$ cat src/rtl/round_robin_arbiter.sv
// Round-robin arbiter: one registered one-hot grant among WIDTH requesters, rotating priority.
// Latency: request sampled in IDLE at edge N gives a grant after edge N+1; release gives GAP then IDLE.
// Backpressure: requesters hold req until granted; a grant lasts until release or MAX_HOLD revoke.
module round_robin_arbiter #(
  parameter int WIDTH    = 8,
  parameter int MAX_HOLD = 16
) (
  input  logic                     clk,
  input  logic                     nrst,
  input  logic                     ena,
  input  logic [WIDTH-1:0]         req,
  output logic [WIDTH-1:0]         grant,
  output logic                     grant_valid,
  output logic [$clog2(WIDTH)-1:0] grant_idx,
  output logic                     timeout,
  output logic                     busy
);

  localparam int IDX_W  = $clog2(WIDTH);
  localparam int HOLD_W = (MAX_HOLD < 1) ? 1 : $clog2(MAX_HOLD + 1);
  // Last hold count before a revoke; unused when the timeout is disabled.
  localparam logic [HOLD_W-1:0] HOLD_LAST = (MAX_HOLD == 0) ? '0 : HOLD_W'(MAX_HOLD - 1);
  localparam logic [HOLD_W-1:0] HOLD_MAX  = HOLD_W'(MAX_HOLD);

  typedef enum logic [1:0] {
    IDLE  = 2'd0,
    GRANT = 2'd1,
    GAP   = 2'd2
  } state_t;

  // Isolate the lowest set bit of a vector.
  function automatic logic [WIDTH-1:0] leave_one_hot(input logic [WIDTH-1:0] x);
    return x & (~x + WIDTH'(1));
  endfunction

  // Binary index of a one-hot vector (zero for an all-zero input).
  function automatic logic [IDX_W-1:0] onehot_to_idx(input logic [WIDTH-1:0] x);
    logic [IDX_W-1:0] idx;
    idx = '0;
    for (int i = 0; i < WIDTH; i++) begin
      if (x[i]) idx = idx | IDX_W'(i);
    end
    return idx;
  endfunction

  state_t             state_q;
  logic [WIDTH-1:0]   grant_q;
  logic [IDX_W-1:0]   grant_idx_q;
  logic [IDX_W-1:0]   ptr_q;
  logic [HOLD_W-1:0]  hold_q;
  logic               timeout_q;
  logic               busy_q;

  logic [WIDTH-1:0]   mask;
  logic [WIDTH-1:0]   hi;
  logic [WIDTH-1:0]   win_d;
  logic [IDX_W-1:0]   win_idx_d;
  logic [HOLD_W-1:0]  hold_d;
  logic               held_req;

  // Winner: lowest requester strictly above the last winner, wrapping to bit 0.
  always_comb begin
    mask = '0;
    for (int i = 0; i < WIDTH; i++) begin
      mask[i] = (i > int'(ptr_q));
    end
    hi        = leave_one_hot(req & mask);
    win_d     = (hi != '0) ? hi : leave_one_hot(req);
    win_idx_d = onehot_to_idx(win_d);
    hold_d    = (hold_q == HOLD_MAX) ? hold_q : hold_q + HOLD_W'(1);
    held_req  = |(req & grant_q);
  end

  // Arbitration FSM with all outputs registered.
  always_ff @(posedge clk or negedge nrst) begin
    if (!nrst) begin
      state_q     <= IDLE;
      grant_q     <= '0;
      grant_idx_q <= '0;
      ptr_q       <= IDX_W'(WIDTH - 1);
      hold_q      <= '0;
      timeout_q   <= 1'b0;
      busy_q      <= 1'b0;
    end else begin
      timeout_q <= 1'b0;
      case (state_q)
        IDLE: begin
          if (ena && (req != '0)) begin
            state_q     <= GRANT;
            grant_q     <= win_d;
            grant_idx_q <= win_idx_d;
            ptr_q       <= win_idx_d;
            hold_q      <= '0;
            busy_q      <= 1'b1;
          end
        end
        GRANT: begin
          hold_q <= hold_d;
          if (!held_req) begin
            // Release wins over a coincident revoke, so no timeout pulse here.
            state_q <= GAP;
            grant_q <= '0;
          end else if ((MAX_HOLD != 0) && (hold_q == HOLD_LAST)) begin
            state_q   <= GAP;
            grant_q   <= '0;
            timeout_q <= 1'b1;
          end
        end
        GAP: begin
          // One turnaround cycle with no grant before arbitrating again.
          state_q <= IDLE;
          busy_q  <= 1'b0;
        end
        default: begin
          state_q <= IDLE;
          grant_q <= '0;
          busy_q  <= 1'b0;
        end
      endcase
    end
  end

  assign grant       = grant_q;
  assign grant_valid = |grant_q;
  assign grant_idx   = grant_idx_q;
  assign timeout     = timeout_q;
  assign busy        = busy_q;

endmodule

$ cat config.mk
export PLATFORM = sky130hd
export DESIGN_NAME = round_robin_arbiter
export DESIGN_NICKNAME = d
export VERILOG_FILES = /design/src/rtl/round_robin_arbiter.sv
export SDC_FILE = /design/constraint.sdc
export NUM_CORES = 1
export LEC_CHECK = 0
export ABC_AREA = 1
export CAP_MARGIN = 20
export CORE_MARGIN = 2
export CORE_UTILIZATION = 40
export CTS_BUF_LIST = sky130_fd_sc_hd__clkbuf_8
export CTS_CLUSTER_SIZE = 28
export DETAILED_ROUTE_END_ITERATION = 16
export PLACE_DENSITY = 0.74
export SLEW_MARGIN = 20
export SYNTH_ARGS = -nofsm -noshare
export SYNTH_HDL_FRONTEND = slang
export SYNTH_SLANG_ARGS = --single-unit
$ cat constraint.sdc
create_clock -name clk -period 2.77 [get_ports clk]
set_input_delay 0.277 -clock clk [delete_from_list [all_inputs] [get_ports clk]]
set_output_delay 0.277 -clock clk [all_outputs]
set_load 0.03 [all_outputs]
-- Word level (Yosys, flattened, before mapping)
Index checks and enable logic that the tools add are counted.
- register bits after elaboration: 23
- logic and storage cells: 68
- $add $sub $neg: 3
- $lt $le $gt $ge: 7
- equality and inequality tests: 7
- multiplexer cells: 24
- bitwise gates (word level): 8
- reductions and logical operators: 12
- operators by type and width (cell ; number):
    AND 8 bit ; 4
    2-to-1 mux 8 bit ; 4
    case mux 8 bit (3 select lines) ; 1
    adder 8 x 1 -> 8 bit (second input constant) ; 2
    inverter 8 bit ; 2
    nonzero test 8 bit ; 2
    OR reduction 8 bit ; 2
    > comparator 3 bit (first input constant) ; 4
    2-to-1 mux 3 bit ; 4
    2-to-1 mux 2 bit ; 5
    2-to-1 mux 5 bit ; 2
    case mux 5 bit (2 select lines) ; 1
    > comparator 2 x 3 -> 1 bit (first input constant) ; 2
    AND reduction 2 bit ; 3
    AND reduction 3 bit ; 2
    adder 5 x 1 -> 5 bit (second input constant) ; 1
    equality test 5 x 4 -> 1 bit (second input constant) ; 1
    equality test 5 bit (second input constant) ; 1
    2-to-1 mux 1 bit ; 5
    inequality test 2 bit (second input constant) ; 2
    case mux 2 bit (2 select lines) ; 1
    > comparator 1 x 3 -> 1 bit (first input constant) ; 1
    inequality test 3 bit (second input constant) ; 1
    equality test 2 x 1 -> 1 bit (second input constant) ; 1
    other kinds (6) ; 7

-- Longest topological paths before layout
- depth in word-level cells: 14
- depth in mapped cells: 11

-- Worst setup path before layout
No wires, ideal clock.
- path type: reg-to-reg
- from: register grant_q[5] (netlist: grant[5])
- to: register grant_q[1] (netlist: grant[1])
- setup time: 0.119 ns
- arrival: 1.377 ns
- slack: 1.274 ns
- cell stages (with the launch flop): 8
- buffers on the path: 0
- period minus slack after synthesis: 1.496 ns
- cells stage by stage: dfrtp_1 -> nand2_1 -> nand4_1 -> or2_2 -> nand3_1 -> o211ai_2 -> nand2_1 -> nand2_1
- longest elaborated chain between the ends: 4
- elaborated cells between the ends (all ways): 6
- ends and longest elaborated chain (item ; RTL line ; RTL):
    from (decl) ; 47 ; logic [WIDTH-1:0] grant_q;
    from (signal assigned) ; 90 ; grant_q <= win_d;
    AND 8 bit (*) ; 71 ; held_req = |(req & grant_q);
    OR reduction 8 bit (*) ; 71 ;
    inequality test 3 bit (no source line) or 2-to-1 mux 8 bit (tied branches) ; - ;
    AND reduction 3 bit (no source line) or case mux 8 bit (3 select lines) (tied branches) ; - ;
Mark *: on every way between the ends. The rest lies on a longest branch, timed or not.
A chain may end at the register's enable or synchronous reset.

-- Worst setup path in the final report
- from: register grant_q[0] (netlist: grant[0])
- to: output port grant_valid
- longest elaborated chain between the ends: 1
- ends and longest elaborated chain (item ; RTL line ; RTL):
    OR reduction 8 bit ; 124 ; assign grant_valid = |grant_q;
    to (decl) ; 13 ; output logic grant_valid,
Every way passes these cells.

==> metrics.cfg <==
[run_status]
outcome = completed

[timing]
fin_crit_ps = 2050
drv_slew = 0
max_freq_mhz = 487
period_share_pct = 74.1
setup_violations = 0
grt_setup_unrepaired = no
skew_ps = 6.41
hold_ws_ps = 352
tightestPinTransition_ps = 396
tns_ps = 0
hold_viol_final = 0
slew_headroom_pct = 73.5

[worst_setup_path]
r2r_setup_slack_ps = 1170
worstSetupPathType = flop to output pin
critPathArrivalTime_ps = 1780
r2r_start = ptr_q[2]
crit_path_start = grant[0]
end_kind = output pin
r2r_end = grant_idx[0]
startpoint_type = flop
cp_max_fo = 4
critical_path_required_ps = 2490
reg2reg_depth = 7

[layout]
num-fill-cells = 347
nets = 241
diodes = 0
area_growth_pct = 24.1
fin_util_pct = 51.0
drive_gt1_share_pct = 15.9

[logic_synthesis]
syn_avg_cell_area_um2 = 7.53
ys_types = 27
synth_area_um2 = 1480
yosysSeqAreaShare_pct = 39.1
syn-num-nets = 211
ys_ff_latch = 23
yosys_warnings = 0
synthCells = 197

[clock_network]
clockRootBuffer = clkbuf_8
post_cts_resized = 0
cts_setup_buffers = 0
clk_pin_slew_ps = 80
holdBufCountCts = 0
htree_levels = 1
cts_buffer_depth = 2
worstSkewPairLatency_ps = 270
cts.sinks = 23
cts-buffers-inserted = 3
tritoncts = built

[job]
cap_violations = 0

[power]
peakVddDrop_mv = 0.513
leakage_nw = 0.887
power_density_nw_per_um2 = 924

[drt]
drc = 0
vias_per_cell = 5.07
vias = 1388
drt_iter0_markers = 85
dr.pass1.iters = 5
wl_per_cell_um = 12.3
drt_wl_total_mm = 3.36
drtAntennaViolNets = 0

[placed_design]
routabilityCongestion = 0.919
dp_hpwl_mm = 2.69
io_buffers = 24

[floorplan]
rows = 22
die-area_um2 = 4210
die_w_um = 64.9
die_y_um = 64.9
coreArea_um2 = 3610
start_util_pct = 41.1
ioPinCount = 25

[grt]
grt_first_pass_wirelength_mm = 5.86
grt_usage_pct = 18.0
antenna_found_initial = 0
grt_max_degree = 24
grt.overflow.total = 0
grt_pass1_vias = 1243

[min_path]
min_path_type = primary input to asynchronous set/reset pin

[critical path, cell delays in order (launching register included)]
cell,delay [ps]
dfrtp_1,420
nor4_1,390
nand2_1,90
clkdlybuf4s50_1,600
[flip-flops by register name (all words and copies together), names as in the netlist]
name       cells
grant_idx      3
grant          8
busy           1
state_q        2
hold_q         5
timeout        1
ptr_q          3
[worst max path at each step]
stage                   endpoint  cells past startpoint
floorplan               grant[1]                      7
global placement    grant_idx[2]                      9
detailed placement  grant_idx[0]                      9
CTS                  grant_valid                      3
global route         grant_valid                      3
finish               grant_valid                      3
[stage by stage]
stage	instance area [um2]	std cells	power (mW)	setup slack (ps)
6_report	1840	274	1.70	717
5_1_grt	1840	274	1.82	621
4_1_cts	1840	274	1.71	708
3_5_place_dp	1790	270	1.49	641
3_3_place_gp	1790	270	1.48	632
2_1_floorplan	1480	197	1.18	1270
[logic make-up after synthesis]
| group | Yosys count | synth area share, % |
|---|---|---|
| fa+ha+maj | 3 | 2.53 |
| simple gates | 137 | 46.6 |
| flops | 23 | 39.1 |
| compound gates | 11 | 5.65 |
| xor+xnor | 1 | 0.591 |
| buf+inv | 22 | 5.57 |
[cell usage in the layout (no fill, tap or decap)]
cell	Yosys	routed
nor2_1	14	14
nand3_2	4	4
nand2_1	75	75
or2_2	3	3
buf_4	0	1
o211ai_2	2	2
nand3_4	2	2
nor4_1	2	2
dfrtp_1	20	20
clkinvlp_4	0	1
nor3_4	1	1
nor2_2	3	3
a21oi_1	1	1
clkdlybuf4s50_1	0	24
ha_1	3	3
o21ai_1	5	5
dfstp_2	3	3
nand3_1	11	11
or2_1	1	1
nor2_8	1	1
o21ai_0	2	2
inv_2	5	5
clkbuf_8	0	3
inv_1	16	16
xor2_1	1	1
nand2_2	4	4
nor3_1	1	1
nand4_1	13	13
nand2_4	2	2
clkinv_1	1	1
o21bai_4	1	1
[cell type report]
type                    count  area, um2  area share (%)
multi-input cells         152        821            44.6
flip-flops and latches     23        579            31.5
repair buffers             25        248            13.5
inverters                  22       82.6            4.49
well taps                  48       60.1            3.27
clock buffers               3       41.3            2.24
clock inverters             1       7.51           0.408
[metal layers]
| metal | routed length [um] | up-vias | track usage, % |
|---|---|---|---|
| met5 | 0 | - | 0 |
| met2 | 1480 | 46 | 28.0 |
| met4 | 61 | 0 | 5.85 |
| met1 | 1650 | 631 | 24.7 |
| met3 | 168 | 9 | 4.34 |
| li1 | - | 702 | - |
[cells in the mapped netlist]
cell       n  share of area, %
clkinv_1   1              0.25
nor4_1     2              0.84
o21ai_0    2              0.68
nand2_1   75                19
o21ai_1    5               1.7
nor3_1     1              0.34
nand3_4    2               2.4
nand2_4    2               1.5
nand3_1   11               3.7
or2_2      3               1.3
or2_1      1              0.42
nand4_1   13               5.5
inv_1     16               4.1
o211ai_2   2               1.7
a21oi_1    1              0.34
nor2_8     1               1.4
dfstp_2    3               5.3
nor3_4     1               1.1
dfrtp_1   20                34
xor2_1     1              0.59
nor2_2     3               1.3
ha_1       3               2.5
nand2_2    4               1.7
nand3_2    4               2.7
inv_2      5               1.3
nor2_1    14               3.5
o21bai_4   1               1.3
[where the power goes]
part	internal [mW]	switching (mW)	leakage, nW
sequential	0.450	0.118	0.298
clock	0.102	0.111	0.0217
combinational	0.340	0.579	0.567
total	0.892	0.808	0.887
Power figures use the tool's default switching activity.
